--- src/rtl/spi_slave_rx_if.sv ---
// Bundle of SPI lines, receive stream and status/flag signals for spi_slave_rx.
interface spi_slave_rx_if;
    logic       sck;
    logic       cs_n;
    logic       mosi;
    logic [7:0] rx_data;
    logic       rx_valid;
    logic       rx_ready;
    logic       busy;
    logic       overrun;
    logic       frame_err;
    logic       clr_flags;

    modport slave (
        input  sck, cs_n, mosi, rx_ready, clr_flags,
        output rx_data, rx_valid, busy, overrun, frame_err
    );

    modport master (
        output sck, cs_n, mosi, rx_ready, clr_flags,
        input  rx_data, rx_valid, busy, overrun, frame_err
    );
endinterface

--- src/rtl/spi_slave_rx.sv ---
// SPI mode-0 receive endpoint: synchronizes sck/cs_n/mosi, assembles MSB-first bytes.
// Define SPI_RX_FIFO_EN to replace the single holding register with a FIFO_DEPTH-entry FIFO.
module spi_slave_rx #(
    parameter int SYNC_STAGES = 2,
    parameter int FIFO_DEPTH  = 4
) (
    input  logic          clk,
    input  logic          rst,
    spi_slave_rx_if.slave bus
);
    localparam logic [0:0] IDLE = 1'b0;
    localparam logic [0:0] RECV = 1'b1;

    if (SYNC_STAGES < 2) begin : g_bad_sync
        $error("spi_slave_rx: SYNC_STAGES must be at least 2");
    end
    if ((FIFO_DEPTH < 2) || ((FIFO_DEPTH & (FIFO_DEPTH - 1)) != 0)) begin : g_bad_depth
        $error("spi_slave_rx: FIFO_DEPTH must be a power of two, at least 2");
    end

    logic [SYNC_STAGES-1:0] sck_sync;
    logic [SYNC_STAGES-1:0] cs_sync;
    logic [SYNC_STAGES-1:0] mosi_sync;
    logic                   sck_d;
    logic                   cs_d;
    logic                   sck_s;
    logic                   cs_s;
    logic                   mosi_s;
    logic                   sck_rise;
    logic                   cs_rise;
    logic                   cs_fall;

    always_ff @(posedge clk or posedge rst) begin
        if (rst) begin
            sck_sync  <= '0;
            cs_sync   <= '1;
            mosi_sync <= '0;
            sck_d     <= 1'b0;
            cs_d      <= 1'b1;
        end else begin
            sck_sync  <= {sck_sync[SYNC_STAGES-2:0], bus.sck};
            cs_sync   <= {cs_sync[SYNC_STAGES-2:0], bus.cs_n};
            mosi_sync <= {mosi_sync[SYNC_STAGES-2:0], bus.mosi};
            sck_d     <= sck_sync[SYNC_STAGES-1];
            cs_d      <= cs_sync[SYNC_STAGES-1];
        end
    end

    assign sck_s    = sck_sync[SYNC_STAGES-1];
    assign cs_s     = cs_sync[SYNC_STAGES-1];
    assign mosi_s   = mosi_sync[SYNC_STAGES-1];
    assign sck_rise = sck_s & ~sck_d;
    assign cs_rise  = cs_s & ~cs_d;
    assign cs_fall  = ~cs_s & cs_d;

    logic [0:0] state;
    logic [2:0] bit_cnt;
    // Only the 7 bits that precede the incoming bit are ever read, so the MSB is not stored.
    logic [6:0] shift;
    logic [2:0] cnt_after;
    logic       push;
    logic [7:0] push_data;
    logic       partial;
    logic       pop;
    logic       drop;

    always_comb begin
        cnt_after = sck_rise ? bit_cnt + 3'd1 : bit_cnt;
        push      = (state == RECV) && sck_rise && (bit_cnt == 3'd7);
        push_data = {shift, mosi_s};
        partial   = (state == RECV) && cs_rise && (cnt_after != 3'd0);
    end

    always_ff @(posedge clk or posedge rst) begin
        if (rst) begin
            state   <= IDLE;
            bit_cnt <= '0;
            shift   <= '0;
        end else begin
            case (state)
                IDLE: begin
                    if (cs_fall) begin
                        state   <= RECV;
                        bit_cnt <= '0;
                    end
                end
                RECV: begin
                    if (sck_rise) begin
                        shift   <= {shift[5:0], mosi_s};
                        bit_cnt <= bit_cnt + 3'd1;
                    end
                    if (cs_rise) begin
                        state <= IDLE;
                    end
                end
                default: state <= IDLE;
            endcase
        end
    end

    assign bus.busy = (state == RECV);

    always_ff @(posedge clk or posedge rst) begin
        if (rst) begin
            bus.overrun   <= 1'b0;
            bus.frame_err <= 1'b0;
        end else begin
            bus.overrun   <= drop | (bus.overrun & ~bus.clr_flags);
            bus.frame_err <= partial | (bus.frame_err & ~bus.clr_flags);
        end
    end

`ifdef SPI_RX_FIFO_EN
    localparam int AW = $clog2(FIFO_DEPTH);

    logic [7:0]  mem [FIFO_DEPTH];
    logic [AW:0] wr_ptr;
    logic [AW:0] rd_ptr;
    logic        empty;
    logic        full;
    logic        wr_en;

    always_comb begin
        empty = (wr_ptr == rd_ptr);
        full  = (wr_ptr[AW] != rd_ptr[AW]) && (wr_ptr[AW-1:0] == rd_ptr[AW-1:0]);
        pop   = ~empty & bus.rx_ready;
        // When full, a same-cycle pop frees the slot the write pointer is aiming at.
        wr_en = push & (~full | pop);
        drop  = push & full & ~pop;
    end

    always_ff @(posedge clk or posedge rst) begin
        if (rst) begin
            wr_ptr <= '0;
            rd_ptr <= '0;
            for (int unsigned i = 0; i < FIFO_DEPTH; i++) begin
                mem[i] <= '0;
            end
        end else begin
            if (wr_en) begin
                mem[wr_ptr[AW-1:0]] <= push_data;
                wr_ptr              <= wr_ptr + {{AW{1'b0}}, 1'b1};
            end
            if (pop) begin
                rd_ptr <= rd_ptr + {{AW{1'b0}}, 1'b1};
            end
        end
    end

    assign bus.rx_valid = ~empty;
    assign bus.rx_data  = mem[rd_ptr[AW-1:0]];
`else
    logic [7:0] hold_data;
    logic       hold_valid;

    always_comb begin
        pop  = hold_valid & bus.rx_ready;
        drop = push & hold_valid & ~pop;
    end

    always_ff @(posedge clk or posedge rst) begin
        if (rst) begin
            hold_data  <= '0;
            hold_valid <= 1'b0;
        end else if (push && (!hold_valid || pop)) begin
            hold_data  <= push_data;
            hold_valid <= 1'b1;
        end else if (pop) begin
            hold_valid <= 1'b0;
        end
    end

    assign bus.rx_valid = hold_valid;
    assign bus.rx_data  = hold_data;
`endif
endmodule

--- src/flat_wrapper.sv ---
// flat-port wrapper written by rule: the top's interface ports become plain ports
module spi_slave_rx_flat 
#(
    parameter int SYNC_STAGES = 2,
    parameter int FIFO_DEPTH  = 4
)
  (clk, rst, bus_sck, bus_cs_n, bus_mosi, bus_rx_ready, bus_clr_flags, bus_rx_data, bus_rx_valid, bus_busy, bus_overrun, bus_frame_err);
  spi_slave_rx_if bus_i ();
  input  logic clk;
  input  logic rst;
  input wire logic [$bits(bus_i.sck)-1:0] bus_sck;
  input wire logic [$bits(bus_i.cs_n)-1:0] bus_cs_n;
  input wire logic [$bits(bus_i.mosi)-1:0] bus_mosi;
  input wire logic [$bits(bus_i.rx_ready)-1:0] bus_rx_ready;
  input wire logic [$bits(bus_i.clr_flags)-1:0] bus_clr_flags;
  output wire logic [$bits(bus_i.rx_data)-1:0] bus_rx_data;
  output wire logic [$bits(bus_i.rx_valid)-1:0] bus_rx_valid;
  output wire logic [$bits(bus_i.busy)-1:0] bus_busy;
  output wire logic [$bits(bus_i.overrun)-1:0] bus_overrun;
  output wire logic [$bits(bus_i.frame_err)-1:0] bus_frame_err;
  assign bus_i.sck = bus_sck;
  assign bus_i.cs_n = bus_cs_n;
  assign bus_i.mosi = bus_mosi;
  assign bus_i.rx_ready = bus_rx_ready;
  assign bus_i.clr_flags = bus_clr_flags;
  assign bus_rx_data = bus_i.rx_data;
  assign bus_rx_valid = bus_i.rx_valid;
  assign bus_busy = bus_i.busy;
  assign bus_overrun = bus_i.overrun;
  assign bus_frame_err = bus_i.frame_err;
  spi_slave_rx #(.SYNC_STAGES(SYNC_STAGES), .FIFO_DEPTH(FIFO_DEPTH)) u_core (.clk(clk), .rst(rst), .bus(bus_i));
endmodule
--- config.mk ---
export PLATFORM = sky130hd
export DESIGN_NAME = spi_slave_rx_flat
export DESIGN_NICKNAME = d
export VERILOG_FILES = /design/src/rtl/spi_slave_rx_if.sv /design/src/rtl/spi_slave_rx.sv /design/src/flat_wrapper.sv
export SDC_FILE = /design/constraint.sdc
export NUM_CORES = 1
export LEC_CHECK = 0
export ABC_AREA = 1
export CAP_MARGIN = 40
export CORE_MARGIN = 8
export CORE_UTILIZATION = 55
export CTS_CLUSTER_SIZE = 16
export DETAILED_ROUTE_END_ITERATION = 8
export PLACE_DENSITY = 0.94
export SLEW_MARGIN = 20
export SYNTH_ARGS = -nofsm -noshare
export SYNTH_HDL_FRONTEND = slang
export SYNTH_SLANG_ARGS = --single-unit
--- constraint.sdc ---
create_clock -name clk -period 3 [get_ports clk]
set_clock_uncertainty 0.1 [all_clocks]
set_input_delay 0.6 -clock clk [delete_from_list [all_inputs] [get_ports clk]]
set_output_delay 0.6 -clock clk [all_outputs]
set_load 0.05 [all_outputs]
Word-level counts from Yosys, hierarchy flattened
Index checks and enable logic that the tools add are counted.

storage, ports and cells
  output and inout bits = 12
  logic and storage cells = 49
  register bits = 30
  input port bits = 7

cells by class
  reductions and logical operators = 10
  add/subtract/negate cells = 1
  multiplexer cells = 8
  equality and inequality tests = 2
  bitwise gates (word level) = 16

operators with widths
  cell                                                   number
  AND 1 bit                                              8
  two-way mux 3 bit                                      2
  NOT 1 bit                                              6
  one-hot mux 3 bit (2 select lines)                     1
  logical AND 1 bit                                      5
  two-way mux 1 bit                                      4
  adder 3 x 1 -> 3 bit, second input constant            1
  equality test 3 bit, second input constant             1
  nonzero test 3 bit                                     1
  inequality test 2 x 1 -> 1 bit, second input constant  1
  bitwise OR 1 bit                                       2
  one-hot mux 1 bit (2 select lines)                     1
  AND reduction 2 bit                                    1
  nonzero test 2 bit                                     1
  logical NOT 1 bit                                      1
  logical OR 1 bit                                       1

Depth between registers and ports, before layout
Gate-level depths: netlist of the first run.

  word-level depth = 7
  depth in mapped cells = 7
  depth with buffers taken out = 7

Least setup slack after synthesis of the first run
No wires, ideal clock.

  path kind = reg-to-reg
  from = reg u_core.state, in the netlist u_core.bus.busy
  to = reg u_core.hold_data[0], in the netlist u_core.bus.rx_data[0]
  cell stages (with the launch flop) = 7
  required time = 2.780 ns
  setup slack = 1.448 ns
  data arrival time = 1.332 ns
  period minus slack after synthesis = 1.552 ns
  cell sequence = dfrtp_1 > inv_1 > nor2_4 > nand3_4 > buf_6 > nand2_1 > o21ai_2

on the way
  word-level cells in the longest chain between the ends = 3

RTL lines
  item                            RTL line             RTL
  start, declared                 spi_slave_rx.sv:56   logic [0:0] state;
  start signal, assigned          spi_slave_rx.sv:76   state <= IDLE;
  start signal, assigned          spi_slave_rx.sv:83   state <= RECV;
  start signal, assigned          spi_slave_rx.sv:93   state <= IDLE;
  logical AND 1 bit (2 in a row)  spi_slave_rx.sv:69   push = (state == RECV) && sck_rise && (bit_cnt == 3'd7);
  logical AND 1 bit               spi_slave_rx.sv:165  end else if (push && (!hold_valid || pop)) begin
  end signal, assigned            spi_slave_rx.sv:166  hold_data <= push_data;
  end, declared                   spi_slave_rx.sv:153  logic [7:0] hold_data;

Every way passes these cells.
A chain may end at the register's enable or synchronous reset.

Worst setup path after layout of the first run
  from = reg u_core.hold_data[0], in the netlist u_core.bus.rx_data[0]
  to = out bus_rx_data[0]

RTL lines
  item           RTL line            RTL
  end, declared  flat_wrapper.sv:16  output wire logic [$bits(bus_i.rx_data)-1:0] bus_rx_data;

No word-level cell between the ends.

==> results of run 1 <==
[layout by cell type (no fill, tap or decap), types with 2 or more instances in the layout]
cell type / count
inv_1: 17
ha_1: 2
dfrtp_1: 27
o22ai_1: 3
o21ai_1: 3
nor2_1: 2
clkdlybuf4s50_1: 18
nand2_1: 34
nand3_1: 3
o21ai_2: 6
dfstp_2: 3
o21ai_0: 5
clkbuf_4: 5
[routing by layer]
| metal | vias to the layer above | share of wire |
|---|---|---|
| met4 | 0 | 0.018 |
| li1 | 401 | - |
| met1 | 370 | 0.43 |
| met2 | 21 | 0.49 |
| met5 | - | 0 |
| met3 | 5 | 0.059 |
[state kept, by name (all words and copies together) (netlist names)]
name                  cells
u_core.mosi_sync          2
u_core.cs_d               1
u_core.bus.overrun        1
u_core.bus.busy           1
u_core.bus.rx_valid       1
u_core.sck_d              1
u_core.bit_cnt            3
u_core.sck_sync           2
u_core.cs_sync            2
u_core.bus.rx_data        8
u_core.bus.frame_err      1
u_core.shift              7
[metrics by stage]
step / std cells / hold WS, ps / total power, W
floorplan: 113 / 231 / 0.000602
global placement: 157 / 234 / 0.000644
detailed placement: 157 / 247 / 0.000656
CTS: 165 / 264 / 0.000902
global route: 165 / 274 / 0.000951
finish: 165 / 264 / 0.000892
[cell families after synthesis]
| kind of cell | synth area share |
|---|---|
| buf+inv | 0.0734 |
| fa+ha+maj | 0.0213 |
| compound gates | 0.0947 |
| flops | 0.641 |
| simple gates | 0.169 |
[power by group]
| part | total, W | internal [W] | switching [W] |
|---|---|---|---|
| Combinational | 0.000164 | 0.0000578 | 0.000106 |
| Clock | 0.000242 | 0.000113 | 0.000129 |
| Sequential | 0.000486 | 0.000456 | 0.0000296 |
[final timing paths]
kind / to / depth (start not counted)
worst max register to register: u_core.bus.frame_err / 7
worst max-delay path: bus_rx_data[0] / 1
max in group asynchronous: u_core.shift[1] / 3
worst min register to register: u_core.cs_sync[1] / 0
min in group asynchronous: u_core.bit_cnt[2] / 2
worst min-delay path: u_core.cs_sync[1] / 0
[final cells by class]
| type | count | area share |
|---|---|---|
| clock buffer | 7 | 0.0383 |
| timing repair buffer | 19 | 0.130 |
| multi-input combinational | 63 | 0.233 |
| tap | 27 | 0.0235 |
| sequential | 30 | 0.524 |
| clock inverter | 1 | 0.00348 |
| inverter | 18 | 0.0470 |
==> impl_metrics.json, run 1 <==
{
  "ys_seq_area_frac": 0.641,
  "place_ws_ps": 1150,
  "netlist-cell-type-count": 19,
  "crit_path_cell_trace": "clkdlybuf4s50_1",
  "synth_area_per_cell_um2": 10.4,
  "worst_slew_pin_slew_ps": 499,
  "cts_tree": "built",
  "gp_congestion": 0.743,
  "setup_violations": 0,
  "top_level_ports": 19,
  "grt_util_met1": 0.131,
  "cts_root_buf": "clkbuf_4",
  "rsz0062_at_grt": "false",
  "synthTopCellsByCount": "34 x nand2_1, 27 x dfrtp_1, 17 x inv_1, 6 x o21ai_2, 5 x o21ai_0",
  "insertion_delay_ps": 330,
  "worst_slack_ps": 770,
  "tns_ps": 0,
  "fillerInstances": 150,
  "multiInputGateArea_um2": 335,
  "dieArea_um2": 3870,
  "critPathSlowestCell": "clkdlybuf4s50_1",
  "nets": 146,
  "worstHoldStart": "u_core.cs_sync[0]",
  "h-tree-depth": 2,
  "min_period_ps": 2230,
  "io_buffers": 18,
  "drt-total-wl_um": 2090,
  "grt_pass1_wl_um": 3660,
  "via_per_inst": 4.83,
  "yosysMostFrequentCell": "nand2_1",
  "fin_area_um2": 1440,
  "n_antenna_cell": 0,
  "crit_required_ps": 2300,
  "leakagePower_nw": 0.703,
  "dpl-instance-area_um2": 1380,
  "grtUsageTotal": 0.122,
  "postCtsSetupRepairBufs": 0,
  "ys_ff_latch": 30,
  "ys.flop_type": "dfrtp_1",
  "synthArstFlopShare": 1.00,
  "rrSetupSlack_ps": 1490,
  "fin_util": 0.726,
  "fp-row-count": 16,
  "start_util": 0.593,
  "overflow": 0,
  "worst_path_largest_cell_delay_ps": 820,
  "path_clk_slew_ps": 90,
  "hpwlAfterDp_um": 1500,
  "layout-drive-gt1-share": 0.152,
  "synth_cells": 113,
  "max_slew_margin": 0.666,
  "num_vias": 797,
  "ir_drop_uv": 461,
  "seqCellArea_um2": 754,
  "max-cap-violations": 0,
  "antenna_found_initial": 0,
  "grt_pass1_vias": 824,
  "timing.rr.start": "u_core.bit_cnt[0]",
  "hold_path_class": "register to register",
  "numCtsBuffers": 5,
  "hold_viol": 0,
  "core_um2": 1980,
  "netlist_top_cells_area": "dfrtp_1 57%, nand2_1 11%, dfstp_2 6.7%, inv_1 5.4%, o21ai_2 4.5%",
  "dr.pass1.iters": 4,
  "crit_arrival_ps": 1530,
  "fin_crit_sh": 0.743,
  "critPathTopFamily": "buffers and inverters",
  "synth_edf_count": 0,
  "detail_route.wl_per_cell_um": 12.6,
  "antenna_left": 0,
  "cp_num_buf_inv": 1,
  "powerDensity_nw_per_um2": 620,
  "postCtsHoldBufs": 0,
  "outcome": "complete, no violations",
  "cp-end-kind": "output port",
  "clock_sinks": 30,
  "postCtsResizedCells": 0,
  "yosysWarnings": 0,
  "drt_iter0_drc": 22,
  "use_met3": 0.0771,
  "fp.dieW_um": 62.2,
  "yosysTopAreaCellShare": 0.574,
  "worst_setup_path_start_kind": "register",
  "yosys.area.top_type": "dfrtp_1",
  "finalMaxSlewViolations": 0,
  "drc_errors": 0,
  "fmax_ghz": 0.448,
  "path_class": "register to output port",
  "synth_area_um2": 1180,
  "areaGrowthSynthToFinish_pct": 22.3,
  "die_h_um": 62.2,
  "syn_nets": 122,
  "grt_max_degree": 18,
  "grt_most_used_layer": "met2",
  "crit_fanout": 2,
  "grt_use_met2": 0.184,
  "clockBufferDepth": 2,
  "cp-startpoint": "u_core.bus.rx_data[0]"
}
No activity file was read; power rests on OpenSTA's default activity.
==> inputs of run 2 (changes only) <==
Settings changed: CORE_UTILIZATION 55 to 46, PLACE_DENSITY 0.94 to 0.85.
Clock period 3 ns to 1.8 ns, I/O delays scaled along.
==> run 2 against run 1 <==
Against the previous run:
- first-iteration DRC count rose by 4.5%
- die area rose by 14%
- register-to-register slack got worse by 1200 ps
- highest routed layer unchanged
==> impl_metrics.json, run 2 (synthesis gave the netlist of run 1 again) <==
{
  "fin_crit_sh": 0.852,
  "cts_tree": "built",
  "path_clk_slew_ps": 90,
  "path_class": "register to register",
  "postCtsHoldBufs": 0,
  "via_per_inst": 4.78,
  "crit_fanout": 3,
  "max_slew_margin": 0.692,
  "overflow": 0,
  "worst_slew_pin_slew_ps": 457,
  "hold_path_class": "primary input to async pin",
  "grt_pass1_wl_um": 3730,
  "powerDensity_nw_per_um2": 1030,
  "min_period_ps": 1530,
  "outcome": "complete, no violations",
  "core_um2": 2450,
  "ir_drop_uv": 785,
  "drt_iter0_drc": 23,
  "cp-startpoint": "u_core.bit_cnt[0]",
  "h-tree-depth": 2,
  "setup_violations": 0,
  "p_total_w": 0.00147,
  "max-cap-violations": 0,
  "fmax_ghz": 0.652,
  "antenna_left": 0,
  "dr.pass1.iters": 5,
  "r2r_cells": 7,
  "grtUsageTotal": 0.112,
  "tns_ps": 0,
  "clockBufferDepth": 2,
  "start_util": 0.479,
  "antenna_found_initial": 0,
  "clock_sinks": 30,
  "areaGrowthSynthToFinish_pct": 21.4,
  "insertion_delay_ps": 320,
  "numCtsBuffers": 5,
  "timing.rr.start": "u_core.bit_cnt[0]",
  "crit_arrival_ps": 1650,
  "cts_root_buf": "clkbuf_4",
  "top_level_ports": 19,
  "fp.dieW_um": 66.6,
  "io_buffers": 18,
  "detail_route.wl_per_cell_um": 11.9,
  "postCtsSetupRepairBufs": 0,
  "mostFrequentLayoutCell": "nand2_1",
  "worst_setup_path_start_kind": "register",
  "crit_required_ps": 1910,
  "layout-drive-gt1-share": 0.250,
  "cp-end-kind": "register",
  "finalMaxSlewViolations": 0,
  "grt_pass1_vias": 913,
  "leakagePower_nw": 0.736,
  "gp_congestion": 0.777,
  "num_vias": 812,
  "hpwlAfterDp_um": 1590,
  "nets": 148,
  "dieArea_um2": 4430,
  "fp-row-count": 18,
  "final_cell_mix": "34 x nand2_1, 27 x dfrtp_1, 17 x inv_1, 15 x buf_4",
  "rsz0062_at_grt": "false",
  "drt-total-wl_um": 2030,
  "largest_register_ffs": 8,
  "die_h_um": 66.6,
  "hold_viol": 0,
  "postCtsResizedCells": 0,
  "n_antenna_cell": 0,
  "drc_errors": 0,
  "grt_max_degree": 21
}
[run 2: critical path, stage by stage (launching register included)]
cell	delay, ps
dfrtp_1	410
ha_1	210
ha_1	260
nand3b_1	160
nand2_1	90
nand3_1	70
nand2_1	80
nand2_1	50
[run 2: worst paths after layout]
| check | end | slack (ps) |
|---|---|---|
| max | u_core.bus.frame_err | 270 |
| min reg2reg | u_core.sck_sync[1] | 260 |
| min in group clk | u_core.sck_sync[1] | 260 |
| min | u_core.bus.busy | 220 |
| max reg2reg | u_core.bus.frame_err | 270 |
| max in group asynchronous | u_core.bus.rx_data[7] | 1120 |
[run 2: power breakdown]
part	switching (W)	internal (W)
Sequential	0.0000472	0.000760
Combinational	0.000174	0.0000940
Clock	0.000209	0.000189
Total	0.000430	0.00104
[run 2: per-layer routing]
metal | wire [um] | GRT usage
met1 | 852 | 0.117
met3 | 132 | 0.0604
met2 | 1010 | 0.182
met4 | 26 | 0.0480
met5 | 0 | 0
[run 2: cell type report]
cell class / instances / area, um^2
Sequential cell: 30 / 754
Fill cell: 211 / 1030
Timing Repair Buffer: 21 / 173
Multi-Input combinational cell: 63 / 335
Tap cell: 30 / 37.5
Clock buffer: 7 / 55.1
Clock inverter: 1 / 5.00
Inverter: 18 / 67.6
[run 2: stage by stage]
stage | std cells | hold WS, ps | utilization | setup WS, ps | instance area, um^2
finish | 170 | 222 | 0.582 | 267 | 1430
global route | 170 | 260 | 0.582 | 170 | 1430
CTS | 170 | 212 | 0.582 | 269 | 1430
detailed placement | 162 | 237 | 0.557 | 154 | 1370
global placement | 162 | 235 | 0.557 | 230 | 1370
floorplan | 113 | 231 | - | 248 | 1180
==> inputs of run 3 (changes only) <==
Settings changed: CORE_MARGIN 8 to default.
==> run 3 against run 2 <==
Against the previous run:
- sequential power about the same
- sequential share of layout area up 0.37 points
- core utilization up 3.0 points
- cell count down 1.8%
- non-clock buffer count down 1
- fmax up 0.21%
- clock power up 3%
- clock-buffer cell count unchanged
- die area down 38%
- global-route usage up 6.7 points
- setup slack better by 3.2 ps
- wire length down 5.2%
- critical path type unchanged
==> impl_metrics.json, run 3 (synthesis gave the netlist of run 1 again) <==
{
  "clockBufferDepth": 2,
  "path_class": "register to register",
  "crit_path_cell_trace": "ha_1 -> ha_1 -> nand3b_1 -> nand2_1 -> nand3_1 -> nand2_1 -> nand2_1",
  "max_slew_margin": 0.728,
  "p_total_w": 0.00148,
  "setup.worst_path.end": "u_core.bus.frame_err",
  "mostFrequentLayoutCell": "nand2_1",
  "largest_register_ffs": 8,
  "cp-startpoint": "u_core.bit_cnt[0]",
  "io_buffers": 18,
  "crit_cells": 7,
  "timing.rr.start": "u_core.bit_cnt[0]",
  "fillerInstances": 201,
  "finalMaxSlewViolations": 0,
  "hold_viol": 0,
  "fp.dieW_um": 52.6,
  "via_per_inst": 4.82,
  "r2r_cells": 7,
  "dieArea_um2": 2760,
  "h-tree-depth": 2,
  "cts_root_buf": "clkbuf_4",
  "finalNonFillerCells": 167,
  "powerDensity_nw_per_um2": 1040,
  "dp_cells": 159,
  "dr.pass1.iters": 4,
  "start_util": 0.507,
  "setup_violations": 0,
  "n_antenna_cell": 0,
  "num_vias": 805,
  "antenna_left": 0,
  "leakagePower_nw": 0.732,
  "crit_fanout": 3,
  "postCtsResizedCells": 0,
  "die_h_um": 52.6,
  "cp-end-kind": "register",
  "ir_drop_uv": 663,
  "postCtsSetupRepairBufs": 0,
  "crit_arrival_ps": 1650,
  "rrSetupSlack_ps": 270,
  "critPathTopFamily": "adder cells",
  "tns_ps": 0,
  "nets": 147,
  "layout-drive-gt1-share": 0.245,
  "crit_required_ps": 1920,
  "antenna_found_initial": 0,
  "fmax_ghz": 0.654,
  "drt_iter0_drc": 11,
  "grt_pass1_vias": 801,
  "rsz0062_at_grt": "false",
  "max-cap-violations": 0,
  "worst_slew_pin_slew_ps": 404,
  "gp_congestion": 0.823,
  "hold_path_class": "register to register",
  "timing.rr.end": "u_core.bus.frame_err",
  "insertion_delay_ps": 320,
  "cp_num_buf_inv": 0,
  "crit_top_cell": "nand2_1",
  "final_cell_mix": "34 x nand2_1, 27 x dfrtp_1, 17 x inv_1, 14 x buf_4",
  "grtUsageTotal": 0.179,
  "clock_sinks": 30,
  "path_clk_slew_ps": 90,
  "areaGrowthSynthToFinish_pct": 20.5,
  "detail_route.wl_per_cell_um": 11.5,
  "hpwlAfterDp_um": 1380,
  "dpl-instance-area_um2": 1360,
  "grt_max_degree": 31,
  "drc_errors": 0,
  "fin_crit_sh": 0.850,
  "fin_area_um2": 1420,
  "worst_setup_path_start_kind": "register",
  "drt-total-wl_um": 1920,
  "outcome": "complete, no violations",
  "core_um2": 2320,
  "cts_tree": "built",
  "top_level_ports": 19,
  "critPathSlowestCell": "dfrtp_1",
  "fp-row-count": 17,
  "min_period_ps": 1530,
  "overflow": 0,
  "grt_pass1_wl_um": 3310,
  "worst_path_largest_cell_delay_ps": 420,
  "postCtsHoldBufs": 0,
  "numCtsBuffers": 5
}
## run 3: stage by stage
step                      hold WS (ps)  setup slack (ps)  utilization
after floorplan                    231               248            -
after global placement             235               215        0.586
after detailed placement           236               185        0.586
after CTS                          256               280        0.611
after global routing               264               183        0.611
final                              254               270        0.611
## run 3: layout make-up
| class | instances | area (um^2) | share of cell area |
|---|---|---|---|
| multi-input combinational | 63 | 335 | 0.237 |
| clock inverter | 1 | 5.00 | 0.00353 |
| sequential | 30 | 754 | 0.532 |
| timing repair buffer | 20 | 165 | 0.117 |
| clock buffer | 7 | 55.1 | 0.0388 |
| inverter | 18 | 67.6 | 0.0477 |
| tap | 28 | 35.0 | 0.0247 |
## run 3: power by group
part           leakage, nW  internal, W  switching (W)
clock               0.0353     0.000189       0.000221
combinational        0.310    0.0000923       0.000173
sequential           0.386     0.000760      0.0000445
total                0.732      0.00104       0.000438
## run 3: worst min path at each step
stage | start | end | slack [ps] | cells past startpoint
floorplan | u_core.mosi_sync[0] | u_core.mosi_sync[1] | 230 | 0
global placement | u_core.sck_sync[0] | u_core.sck_sync[1] | 240 | 0
detailed placement | u_core.sck_sync[0] | u_core.sck_sync[1] | 240 | 0
CTS | u_core.sck_sync[0] | u_core.sck_sync[1] | 260 | 0
global route | u_core.sck_sync[0] | u_core.sck_sync[1] | 260 | 0
finish | u_core.sck_sync[0] | u_core.sck_sync[1] | 250 | 0
## run 3: per-layer routing
metal | track usage | vias to the layer above | wire length, um
met4 | 0.140 | 0 | 44
met1 | 0.210 | 374 | 877
li1 | - | 404 | -
met2 | 0.264 | 22 | 902
met5 | 0 | - | 0
met3 | 0.0638 | 5 | 93
## run 3: worst reg2reg max path, stage by stage (launching register included)
cell and delay (ps):
dfrtp_1 420, ha_1 210, ha_1 260, nand3b_1 160, nand2_1 90, nand3_1 70, nand2_1 80, nand2_1 50
